==> src/rtl/tx_egress_arbiter_if.sv <==
// Bundle between the transaction-layer output FIFOs, the egress arbiter and the
// downstream consumer / counter reader. The arbiter takes the master view.
interface tx_egress_arbiter_if;
  logic        emptyP0, emptyP1, emptyP2, emptyP3;
  logic [11:0] dataOutputP0, dataOutputP1, dataOutputP2, dataOutputP3;
  logic        popOutP0, popOutP1, popOutP2, popOutP3;
  logic        ready;
  logic [11:0] dataOut;
  logic        validOut;
  logic [1:0]  grant;
  logic        init;
  logic        req;
  logic [1:0]  idx;
  logic [4:0]  counterOut;
  logic        counterValid;

  modport master (
    input  emptyP0, emptyP1, emptyP2, emptyP3,
    input  dataOutputP0, dataOutputP1, dataOutputP2, dataOutputP3,
    input  ready, init, req, idx,
    output popOutP0, popOutP1, popOutP2, popOutP3,
    output dataOut, validOut, grant, counterOut, counterValid
  );

  modport slave (
    output emptyP0, emptyP1, emptyP2, emptyP3,
    output dataOutputP0, dataOutputP1, dataOutputP2, dataOutputP3,
    output ready, init, req, idx,
    input  popOutP0, popOutP1, popOutP2, popOutP3,
    input  dataOut, validOut, grant, counterOut, counterValid
  );
endinterface

==> src/rtl/tx_egress_arbiter.sv <==
// Round-robin egress arbiter: drains four FIFOs one word at a time onto a
// registered valid/ready output and keeps a 5-bit forwarded-word count per port.
module tx_egress_arbiter (
  input  logic                clk,
  input  logic                reset,
  tx_egress_arbiter_if.master bus
);
  typedef enum logic [1:0] {IDLE = 2'd0, POP = 2'd1, WAIT = 2'd2} state_t;

  state_t      state, state_nx;
  logic [1:0]  sel, sel_nx, last;
  logic [3:0]  pop_q, pop_nx;
  logic [11:0] data_q;
  logic        valid_q;
  logic [1:0]  grant_q;
  logic [4:0]  count [4];
  logic [4:0]  cnt_out_q;
  logic        cnt_valid_q;

  logic [3:0]  empty;
  logic [11:0] fifo_data [4];
  logic        slot_free, load, rr_found;
  logic [1:0]  rr_pick, rr_cand;

  assign empty        = {bus.emptyP3, bus.emptyP2, bus.emptyP1, bus.emptyP0};
  assign fifo_data[0] = bus.dataOutputP0;
  assign fifo_data[1] = bus.dataOutputP1;
  assign fifo_data[2] = bus.dataOutputP2;
  assign fifo_data[3] = bus.dataOutputP3;

  // The slot counts as free when the word on it is being taken on this edge.
  assign slot_free = !valid_q || bus.ready;
  assign load      = (state == WAIT);

  // Search starts one past the last served port, so a backlogged port waits at most three grants.
  always_comb begin
    // NOTE: every always_comb output gets a default before any branch, so no latch is inferred.
    rr_found = 1'b0;
    rr_pick  = last;
    rr_cand  = last;
    for (int i = 1; i <= 4; i++) begin
      rr_cand = last + 2'(i);
      if (!rr_found && !empty[rr_cand]) begin
        rr_found = 1'b1;
        rr_pick  = rr_cand;
      end
    end
  end

  always_comb begin
    state_nx = state;
    sel_nx   = sel;
    pop_nx   = '0;
    unique case (state)
      IDLE: if (rr_found && slot_free) begin
        state_nx = POP;
        sel_nx   = rr_pick;
        pop_nx   = 4'b0001 << rr_pick;
      end
      POP:     state_nx = WAIT;
      WAIT:    state_nx = IDLE;
      default: state_nx = IDLE;
    endcase
  end

  always_ff @(posedge clk or negedge reset) begin
    if (!reset) begin
      state   <= IDLE;
      sel     <= '0;
      last    <= 2'd3;
      pop_q   <= '0;
      data_q  <= '0;
      valid_q <= 1'b0;
      grant_q <= '0;
    end else begin
      // NOTE: sequential state uses non-blocking assignments so every register samples pre-edge values.
      state <= state_nx;
      sel   <= sel_nx;
      pop_q <= pop_nx;
      if (load) begin
        data_q  <= fifo_data[sel];
        grant_q <= sel;
        valid_q <= 1'b1;
        last    <= sel;
      end else if (valid_q && bus.ready) begin
        valid_q <= 1'b0;
      end
    end
  end

  always_ff @(posedge clk or negedge reset) begin
    if (!reset) begin
      // NOTE: the counter array is cleared by the async reset like any other register, so it stays flops.
      for (int i = 0; i < 4; i++) count[i] <= '0;
      cnt_out_q   <= '0;
      cnt_valid_q <= 1'b0;
    end else begin
      if (bus.req) begin
        cnt_out_q   <= count[bus.idx];
        cnt_valid_q <= 1'b1;
      end else begin
        cnt_valid_q <= 1'b0;
      end
      if (bus.init) begin
        for (int i = 0; i < 4; i++) count[i] <= '0;
      end else if (load) begin
        count[sel] <= count[sel] + 5'd1;
      end
    end
  end

  assign bus.popOutP0     = pop_q[0];
  assign bus.popOutP1     = pop_q[1];
  assign bus.popOutP2     = pop_q[2];
  assign bus.popOutP3     = pop_q[3];
  assign bus.dataOut      = data_q;
  assign bus.validOut     = valid_q;
  assign bus.grant        = grant_q;
  assign bus.counterOut   = cnt_out_q;
  assign bus.counterValid = cnt_valid_q;
endmodule

==> src/flat_wrapper.sv <==
// flat-port wrapper written by rule: the top's interface ports become plain ports
module tx_egress_arbiter_flat 
  (clk, reset, bus_emptyP0, bus_emptyP1, bus_emptyP2, bus_emptyP3, bus_dataOutputP0, bus_dataOutputP1, bus_dataOutputP2, bus_dataOutputP3, bus_ready, bus_init, bus_req, bus_idx, bus_popOutP0, bus_popOutP1, bus_popOutP2, bus_popOutP3, bus_dataOut, bus_validOut, bus_grant, bus_counterOut, bus_counterValid);
  tx_egress_arbiter_if bus_i ();
  input  logic clk;
  input  logic reset;
  input wire logic [$bits(bus_i.emptyP0)-1:0] bus_emptyP0;
  input wire logic [$bits(bus_i.emptyP1)-1:0] bus_emptyP1;
  input wire logic [$bits(bus_i.emptyP2)-1:0] bus_emptyP2;
  input wire logic [$bits(bus_i.emptyP3)-1:0] bus_emptyP3;
  input wire logic [$bits(bus_i.dataOutputP0)-1:0] bus_dataOutputP0;
  input wire logic [$bits(bus_i.dataOutputP1)-1:0] bus_dataOutputP1;
  input wire logic [$bits(bus_i.dataOutputP2)-1:0] bus_dataOutputP2;
  input wire logic [$bits(bus_i.dataOutputP3)-1:0] bus_dataOutputP3;
  input wire logic [$bits(bus_i.ready)-1:0] bus_ready;
  input wire logic [$bits(bus_i.init)-1:0] bus_init;
  input wire logic [$bits(bus_i.req)-1:0] bus_req;
  input wire logic [$bits(bus_i.idx)-1:0] bus_idx;
  output wire logic [$bits(bus_i.popOutP0)-1:0] bus_popOutP0;
  output wire logic [$bits(bus_i.popOutP1)-1:0] bus_popOutP1;
  output wire logic [$bits(bus_i.popOutP2)-1:0] bus_popOutP2;
  output wire logic [$bits(bus_i.popOutP3)-1:0] bus_popOutP3;
  output wire logic [$bits(bus_i.dataOut)-1:0] bus_dataOut;
  output wire logic [$bits(bus_i.validOut)-1:0] bus_validOut;
  output wire logic [$bits(bus_i.grant)-1:0] bus_grant;
  output wire logic [$bits(bus_i.counterOut)-1:0] bus_counterOut;
  output wire logic [$bits(bus_i.counterValid)-1:0] bus_counterValid;
  assign bus_i.emptyP0 = bus_emptyP0;
  assign bus_i.emptyP1 = bus_emptyP1;
  assign bus_i.emptyP2 = bus_emptyP2;
  assign bus_i.emptyP3 = bus_emptyP3;
  assign bus_i.dataOutputP0 = bus_dataOutputP0;
  assign bus_i.dataOutputP1 = bus_dataOutputP1;
  assign bus_i.dataOutputP2 = bus_dataOutputP2;
  assign bus_i.dataOutputP3 = bus_dataOutputP3;
  assign bus_i.ready = bus_ready;
  assign bus_i.init = bus_init;
  assign bus_i.req = bus_req;
  assign bus_i.idx = bus_idx;
  assign bus_popOutP0 = bus_i.popOutP0;
  assign bus_popOutP1 = bus_i.popOutP1;
  assign bus_popOutP2 = bus_i.popOutP2;
  assign bus_popOutP3 = bus_i.popOutP3;
  assign bus_dataOut = bus_i.dataOut;
  assign bus_validOut = bus_i.validOut;
  assign bus_grant = bus_i.grant;
  assign bus_counterOut = bus_i.counterOut;
  assign bus_counterValid = bus_i.counterValid;
  tx_egress_arbiter u_core (.clk(clk), .reset(reset), .bus(bus_i));
endmodule
==> config.mk <==
export PLATFORM = sky130hd
export DESIGN_NAME = tx_egress_arbiter_flat
export DESIGN_NICKNAME = d
export VERILOG_FILES = /design/src/rtl/tx_egress_arbiter_if.sv /design/src/rtl/tx_egress_arbiter.sv /design/src/flat_wrapper.sv
export SDC_FILE = /design/constraint.sdc
export NUM_CORES = 1
export LEC_CHECK = 0
export ABC_AREA = 1
export CORE_MARGIN = 2
export CORE_UTILIZATION = 23
export CTS_CLUSTER_SIZE = 25
export DETAILED_ROUTE_END_ITERATION = 10
export HOLD_SLACK_MARGIN = 0.1
export PLACE_DENSITY = 0.46
export REMOVE_ABC_BUFFERS = 1
export SLEW_MARGIN = 40
export SYNTH_ARGS = -nofsm -noshare
export SYNTH_HDL_FRONTEND = slang
export SYNTH_SLANG_ARGS = --single-unit
export TNS_END_PERCENT = 20
==> constraint.sdc <==
create_clock -name clk -period 1.6 [get_ports clk]
set_input_delay 0.24 -clock clk [delete_from_list [all_inputs] [get_ports clk]]
set_output_delay 0.24 -clock clk [all_outputs]
set_load 0.1 [all_outputs]
After elaboration in Yosys (flattened, before gate mapping)
Index checks and enable logic that the tools add are counted.
{"block": "op_classes", "addsub": 4, "n_lt_le_gt_ge": 7, "n_eq_ne": 3, "shifts": 1, "n_mux": 37, "bitwise": 2, "n_reduce_logical": 17}
{"operator": "$mux 20", "n": 2}
{"operator": "$mux 5", "n": 5}
{"operator": "$bmux 12 s2", "n": 1}
{"operator": "$mux 12", "n": 2}
{"operator": "$bmux 5 s2", "n": 2}
{"operator": "$bwmux 20", "n": 1}
{"operator": "$lt 2x3->1 const B", "n": 4}
{"operator": "$mux 1", "n": 11}
{"operator": "$demux 5 s2", "n": 1}
{"operator": "$mux 2", "n": 5}
{"operator": "$bmux 1 s2", "n": 4}
{"operator": "$mux 4", "n": 2}
{"operator": "$ge 3x3->1 const B", "n": 2}
{"operator": "$logic_and 1x1->1", "n": 6}
{"operator": "$logic_not 1->1", "n": 6}
{"operator": "$not 2->3", "n": 2}
{"operator": "$add 5x1->5 const B", "n": 1}
{"operator": "$add 2x2->2 const B", "n": 2}
{"operator": "$pmux 2 s2", "n": 1}
{"operator": "$reduce_bool 2->1", "n": 2}
{"operator": "$shl 1x2->4 const A", "n": 1}
{"operator": "$lt 3x1->1 const B", "n": 1}
{"operator": "$add 2x1->2 const B", "n": 1}
{"operator": "$eq 2x1->1 const B", "n": 1}
{"operator": "5 further kinds", "n": 5}
{"block": "word_totals", "regBits": 51, "input_bits": 59, "output_inout_bits": 25, "wordCells": 84}

Longest topological paths before layout
{"block": "depth", "depth_word": 15, "mapped_depth": 13, "ltp_nobuf": 12}

Least setup slack after synthesis
No wires, ideal clock.
{"block": "synth_path", "path_type": "flip-flop to flip-flop", "start": "register u_core.sel[1]", "end": "register u_core.count[14] in the netlist's numbering", "setup_ps": 118, "arrival_ps": 1432, "required_ps": 1482, "path_slack_ps": 50, "stages_incl_launch_ff": 8, "path_buffers": 0, "period_less_slack_ps": 1550, "cell_sequence": "dfrtp_1 > nor2_2 > a22oi_1 > nand2_2 > ha_1 > nand4_1 > nand3_1 > nand2_1"}
{"block": "synth_between", "elab_chain_len": 8, "elab_cells_between_ends": 13, "cone_classes": "add/sub (1); order compare (2); mux (8); bitwise (1); reduce/logical (1)"}
{"item": "from (decl)", "line": "tx_egress_arbiter.sv:11", "text": "logic [1:0] sel, sel_nx, last;"}
{"item": "from (signal assigned)", "line": "tx_egress_arbiter.sv:78", "text": "sel <= sel_nx;"}
{"item": "$not 2->3 (not written as such) *", "line": "tx_egress_arbiter.sv:107", "text": "count[sel] <= count[sel] + 5'd1;"}
{"item": "$bmux 5 s2, or another cell as far along", "line": "tx_egress_arbiter.sv:107"}
{"item": "$mux 5 (not written as such) or $logic_and 1x1->1 (tied branches)", "line": "tx_egress_arbiter.sv:107"}
{"item": "$mux 5 (not written as such)", "line": "tx_egress_arbiter.sv:107"}
{"item": "$add 5x1->5 or $demux 5 s2 (tied branches)", "line": "tx_egress_arbiter.sv:107"}
{"item": "$bwmux 20 *", "line": "tx_egress_arbiter.sv:107"}
{"item": "$mux 20 *", "line": "tx_egress_arbiter.sv:106", "text": "end else if (load) begin"}
{"item": "$mux 20 *", "line": "tx_egress_arbiter.sv:104", "text": "if (bus.init) begin"}
{"item": "to (signal, indexed assignment)", "line": "tx_egress_arbiter.sv:107"}
{"item": "to (decl)", "line": "tx_egress_arbiter.sv:16", "text": "logic [4:0] count [4];"}
Every way passes the cells marked *; elsewhere a longest branch is shown, timed or not. The select of a mux whose other input is x is not followed.
A chain may end at the register's enable or synchronous reset.

Worst setup path after layout
{"block": "layout_path", "start": "register u_core.last[0]", "end": "register u_core.pop_q[3]"}
{"block": "layout_between", "elab_chain_len": 15, "elab_cells_between_ends": 31, "cone_classes": "add/sub (3); shift (1); mux (18); reduce/logical (9)"}
{"item": "from (decl)", "line": "tx_egress_arbiter.sv:11"}
{"item": "from (signal assigned)", "line": "tx_egress_arbiter.sv:84", "text": "last <= sel;"}
{"item": "$add 2x2->2", "line": "tx_egress_arbiter.sv:42", "text": "rr_cand = last + 2'(i);"}
{"item": "$bmux 1 s2", "line": "tx_egress_arbiter.sv:43", "text": "if (!rr_found && !empty[rr_cand]) begin"}
{"item": "$mux 1 (not written as such)", "line": "tx_egress_arbiter.sv:43"}
{"item": "$logic_not 1->1", "line": "tx_egress_arbiter.sv:43"}
{"item": "$logic_and 1x1->1", "line": "tx_egress_arbiter.sv:43"}
{"item": "$mux 1", "line": "tx_egress_arbiter.sv:43"}
{"item": "$logic_not 1->1", "line": "tx_egress_arbiter.sv:43"}
{"item": "$logic_and 1x1->1", "line": "tx_egress_arbiter.sv:43"}
{"item": "$mux 1", "line": "tx_egress_arbiter.sv:43"}
{"item": "$logic_not 1->1", "line": "tx_egress_arbiter.sv:43"}
{"item": "$logic_and 1x1->1", "line": "tx_egress_arbiter.sv:43"}
{"item": "$mux 2 or $mux 1 (tied branches)", "line": "tx_egress_arbiter.sv:43"}
{"item": "$shl 1x2->4 or $logic_and 1x1->1 (tied branches)", "line": "tx_egress_arbiter.sv:58, tx_egress_arbiter.sv:55"}
{"item": "$mux 4 *", "line": "tx_egress_arbiter.sv:55", "text": "IDLE: if (rr_found && slot_free) begin"}
{"item": "$mux 4 *", "line": "tx_egress_arbiter.sv:54", "text": "unique case (state)"}
{"item": "via u_core.pop_nx[3]", "line": "tx_egress_arbiter.sv:12", "text": "logic [3:0] pop_q, pop_nx;"}
{"item": "to (signal assigned)", "line": "tx_egress_arbiter.sv:79", "text": "pop_q <= pop_nx;"}
{"item": "to (decl)", "line": "tx_egress_arbiter.sv:12"}
Mark *: on every way through the listed nets, which the timed path passes. The rest lies on a longest branch. The select of a mux whose other input is x is not followed.

==> flow_summary.toml <==
[status]
status = "complete, but fails checks"
violations = "setup timing"

[pwr]
ir_worst_vdd_mv = 0.978
leakagePower_nw = 2.17
p_per_area_nw_per_um2 = 1870
power.total_mw = 9.05

[yosys]
yosysSeqAreaShare_pct = 44.5
syn_area_per_cell_sq_um = 7.59
synth_simple_gate_area_share_pct = 31.4
syn_area_sq_um = 2880
synth_compound_area_share_pct = 15.1
ys_ff_latch = 51
synth_top_family_by_area = "simple AND/OR/NAND/NOR gates"
yosysWarnings = 0
synthXorXnorAreaFrac_pct = 0
syn_inst = 379
synth.distinct_cells = 27
synth_fa_ha_area_share_pct = 0.435
synth_mux_area_share_pct = 0

[timing]
period_minus_slack_ps = 1620
fin_crit_sh_pct = 102
grt_setup_unrepaired = "yes"
drv_slew = 0
setup_violations = 7
finalHoldViolations = 0
clock_skew_ps = 4.04
slew_headroom_pct = 74.3
tightestPinTransition_ps = 384
layout_setup_ws_ps = -24.5
max_freq_ghz = 0.616

[finish]
fin_nets = 564
insertedDiodeCount = 0
drive_above_1_share_pct = 28.5
area_growth_pct = 68.0

[worst_setup_path]
r2r_end = "u_core.pop_q[3]$_DFF_PN0_"
path_buf_inv = 2
start_kind = "flip-flop"
critPathMaxStageDelay_ps = 560
cp_data_arrival_time_ps = 1850
critPathTopFamily = "simple AND/OR/NAND/NOR gates"
setup.worst_path.class = "flip-flop to flip-flop"
end_kind = "flip-flop"
path_cells = "buf_12 > inv_12 > nand2_4 > nand2_4 > nand2_4 > nand2_4 > nand3_4 > nor2_4 > nor2_4 > nand3_2 > nor2_1"
cpMaxStageDelayCell = "dfstp_2"
critPathMaxFanout = 8
r2r-start = "u_core.last[0]$_DFFE_PN1P_"
r2r_slack_ps = -20
required_ps = 1820
cp_common_cell = "nand2_4"
ff2ff_path_depth = 11

[floorplanning]
die_h_microns = 116
initial_utilization_pct = 23.8
die_w_microns = 116
die-area_sq_um = 13400
row_count = 40
pin_count = 84
core-area_sq_um = 12100

[cts]
numCtsBuffers = 5
clk_pin_slew_ps = 70
ctsRootBufferMaster = "clkbuf_16"
cts.sinks = 51
clk_latency_ps = 290
cts.path.max_buffers = 2
htree_levels = 2
cts_tree = "done"

[grt]
grt_overflow_total = 0
grt_pass1_wl_mm = 14.8
grt_pass1_vias = 3053
grt_max_degree = 26
grt_use_total_pct = 13.9
antenna_found_initial = 0

[place]
dp_hpwl_mm = 6.89
portBuffers = 83
dp_slack_ps = -127
place.gp.congestion = 0.824

[detailed_routing]
dr_total_vias = 2979
drt_pass1_iterations = 6
vias_per_cell = 4.43
drc = 0
antenna_left = 0
wirelength_mm = 9.02
drt-wirelength-per-cell_microns = 13.4
drtIter0Drc = 165

[flow_run]
maxCapViolCount = 0

[min_path]
min-delay-path-class = "input port to async pin"
==> layout by cell type (no fill, tap or decap), drive strengths merged, types with 11 or more instances in the layout <==
cell / count
inv: 48
clkdlybuf4s50: 57
nand3: 18
o22ai: 11
nor2: 40
nand2: 135
dfrtp: 49
a22oi: 13
a21oi: 12
buf: 70
o21ai: 19
==> worst reg2reg max path: stages, from the launching register on <==
cell and delay (ps):
dfstp_2 560, buf_12 140, inv_12 60, nand2_4 60, nand2_4 80, nand2_4 70
nand2_4 70, nand3_4 90, nor2_4 40, nor2_4 160, nand3_2 120, nor2_1 120
==> state kept, by name, indices dropped and copies added (netlist names) <==
signal,flops
u_core.count,20
u_core.bus.dataOut,12
u_core.bus.counterOut,5
u_core.pop_q,4
u_core.bus.grant,2
u_core.last,2
u_core.sel,2
u_core.state,2
u_core.bus.counterValid,1
u_core.bus.validOut,1
==> how the worst max path moves through the flow <==
| stage | start | end | slack, ps | depth (start not counted) |
|---|---|---|---|---|
| finish | u_core.last[0]$_DFFE_PN1P_ | u_core.pop_q[3]$_DFF_PN0_ | -20 | 11 |
| global route | u_core.last[0]$_DFFE_PN1P_ | u_core.pop_q[3]$_DFF_PN0_ | -140 | 11 |
| CTS | u_core.last[0]$_DFFE_PN1P_ | u_core.pop_q[3]$_DFF_PN0_ | -10 | 11 |
| detailed placement | bus_emptyP0 | u_core.pop_q[1]$_DFF_PN0_ | -130 | 11 |
| global placement | u_core.last[0]$_DFFE_PN1P_ | u_core.sel[0]$_DFFE_PN0P_ | -100 | 11 |
| floorplan | u_core.sel[1]$_DFFE_PN0P_ | u_core.count[14]$_DFFE_PN0P_ | -160 | 7 |
==> layer usage <==
metal	vias to the layer above	GRT usage, %	wire [microns]
met5	-	0	0
met4	0	1.83	40
met3	4	2.51	503
met2	74	24.8	4440
met1	1407	18.0	4030
li1	1494	-	-
==> per-stage QoR <==
stage               util, %  cells  area [sq um]  TNS (ps)  hold slack [ps]
finish                 39.9    673          4830     -71.3              355
global route           39.9    673          4830     -1620              373
CTS                    37.9    664          4590     -11.9              353
detailed placement     35.9    652          4350     -1040              105
global placement       35.9    652          4350      -712              101
floorplan                 -    369          2820     -1340            -55.6
==> cell type report <==
class                      count  area [sq um]
fill                        1263          7280
multi-input combinational    270          1550
timing repair buffer         128          1440
sequential                    51          1280
tap                          168           210
inverter                      48           195
clock buffer                   7           133
clock inverter                 1          30.0
==> logic make-up (layout without fill, tap and decap cells) <==
family / after synthesis / after routing
adder cells (fa/ha/maj): 1 / 1
buffers and inverters: 58 / 184
AO/OA/AOI/OAI: 70 / 70
AND/OR/NAND/NOR: 199 / 199
flip-flops: 51 / 51
==> synthesized netlist by cell type <==
| library cell | instances | area [sq um] |
|---|---|---|
| nand3_1 | 14 | 70.1 |
| a41oi_1 | 7 | 61.3 |
| inv_1 | 44 | 165 |
| inv_2 | 3 | 11.3 |
| nand4_1 | 6 | 37.5 |
| nand2_2 | 20 | 125 |
| buf_2 | 7 | 35.0 |
| nand3_2 | 4 | 40.0 |
| a21oi_1 | 12 | 60.1 |
| nand2_4 | 4 | 45.0 |
| o21ai_1 | 1 | 5.00 |
| dfstp_2 | 2 | 52.6 |
| nor2_2 | 2 | 12.5 |
| ha_1 | 1 | 12.5 |
| o211ai_1 | 1 | 7.51 |
| o22ai_1 | 11 | 68.8 |
| clkbuf_1 | 1 | 3.75 |
| nand2_1 | 111 | 417 |
| nor2_1 | 36 | 135 |
| nor2_4 | 2 | 22.5 |
| a31oi_1 | 7 | 43.8 |
| clkinv_8 | 1 | 16.3 |
| buf_1 | 1 | 3.75 |
| a22oi_1 | 13 | 97.6 |
| o21ai_0 | 18 | 90.1 |
| buf_6 | 1 | 11.3 |
| dfrtp_1 | 49 | 1230 |
==> what timing repair did <==
action	in CTS	in global routing
hold endpoints to repair	7	0
gates resized for setup	11	51
setup endpoints to repair	18	23
hold buffers	1	0
pin swaps	5	24
buffers inserted	3	9
==> power breakdown <==
group	switching (mW)	internal [mW]	leakage (nW)
Combinational	3.58	2.30	1.44
Clock	0.469	0.740	0.0781
Sequential	0.340	1.63	0.648
(Power assumes the default switching activity.)
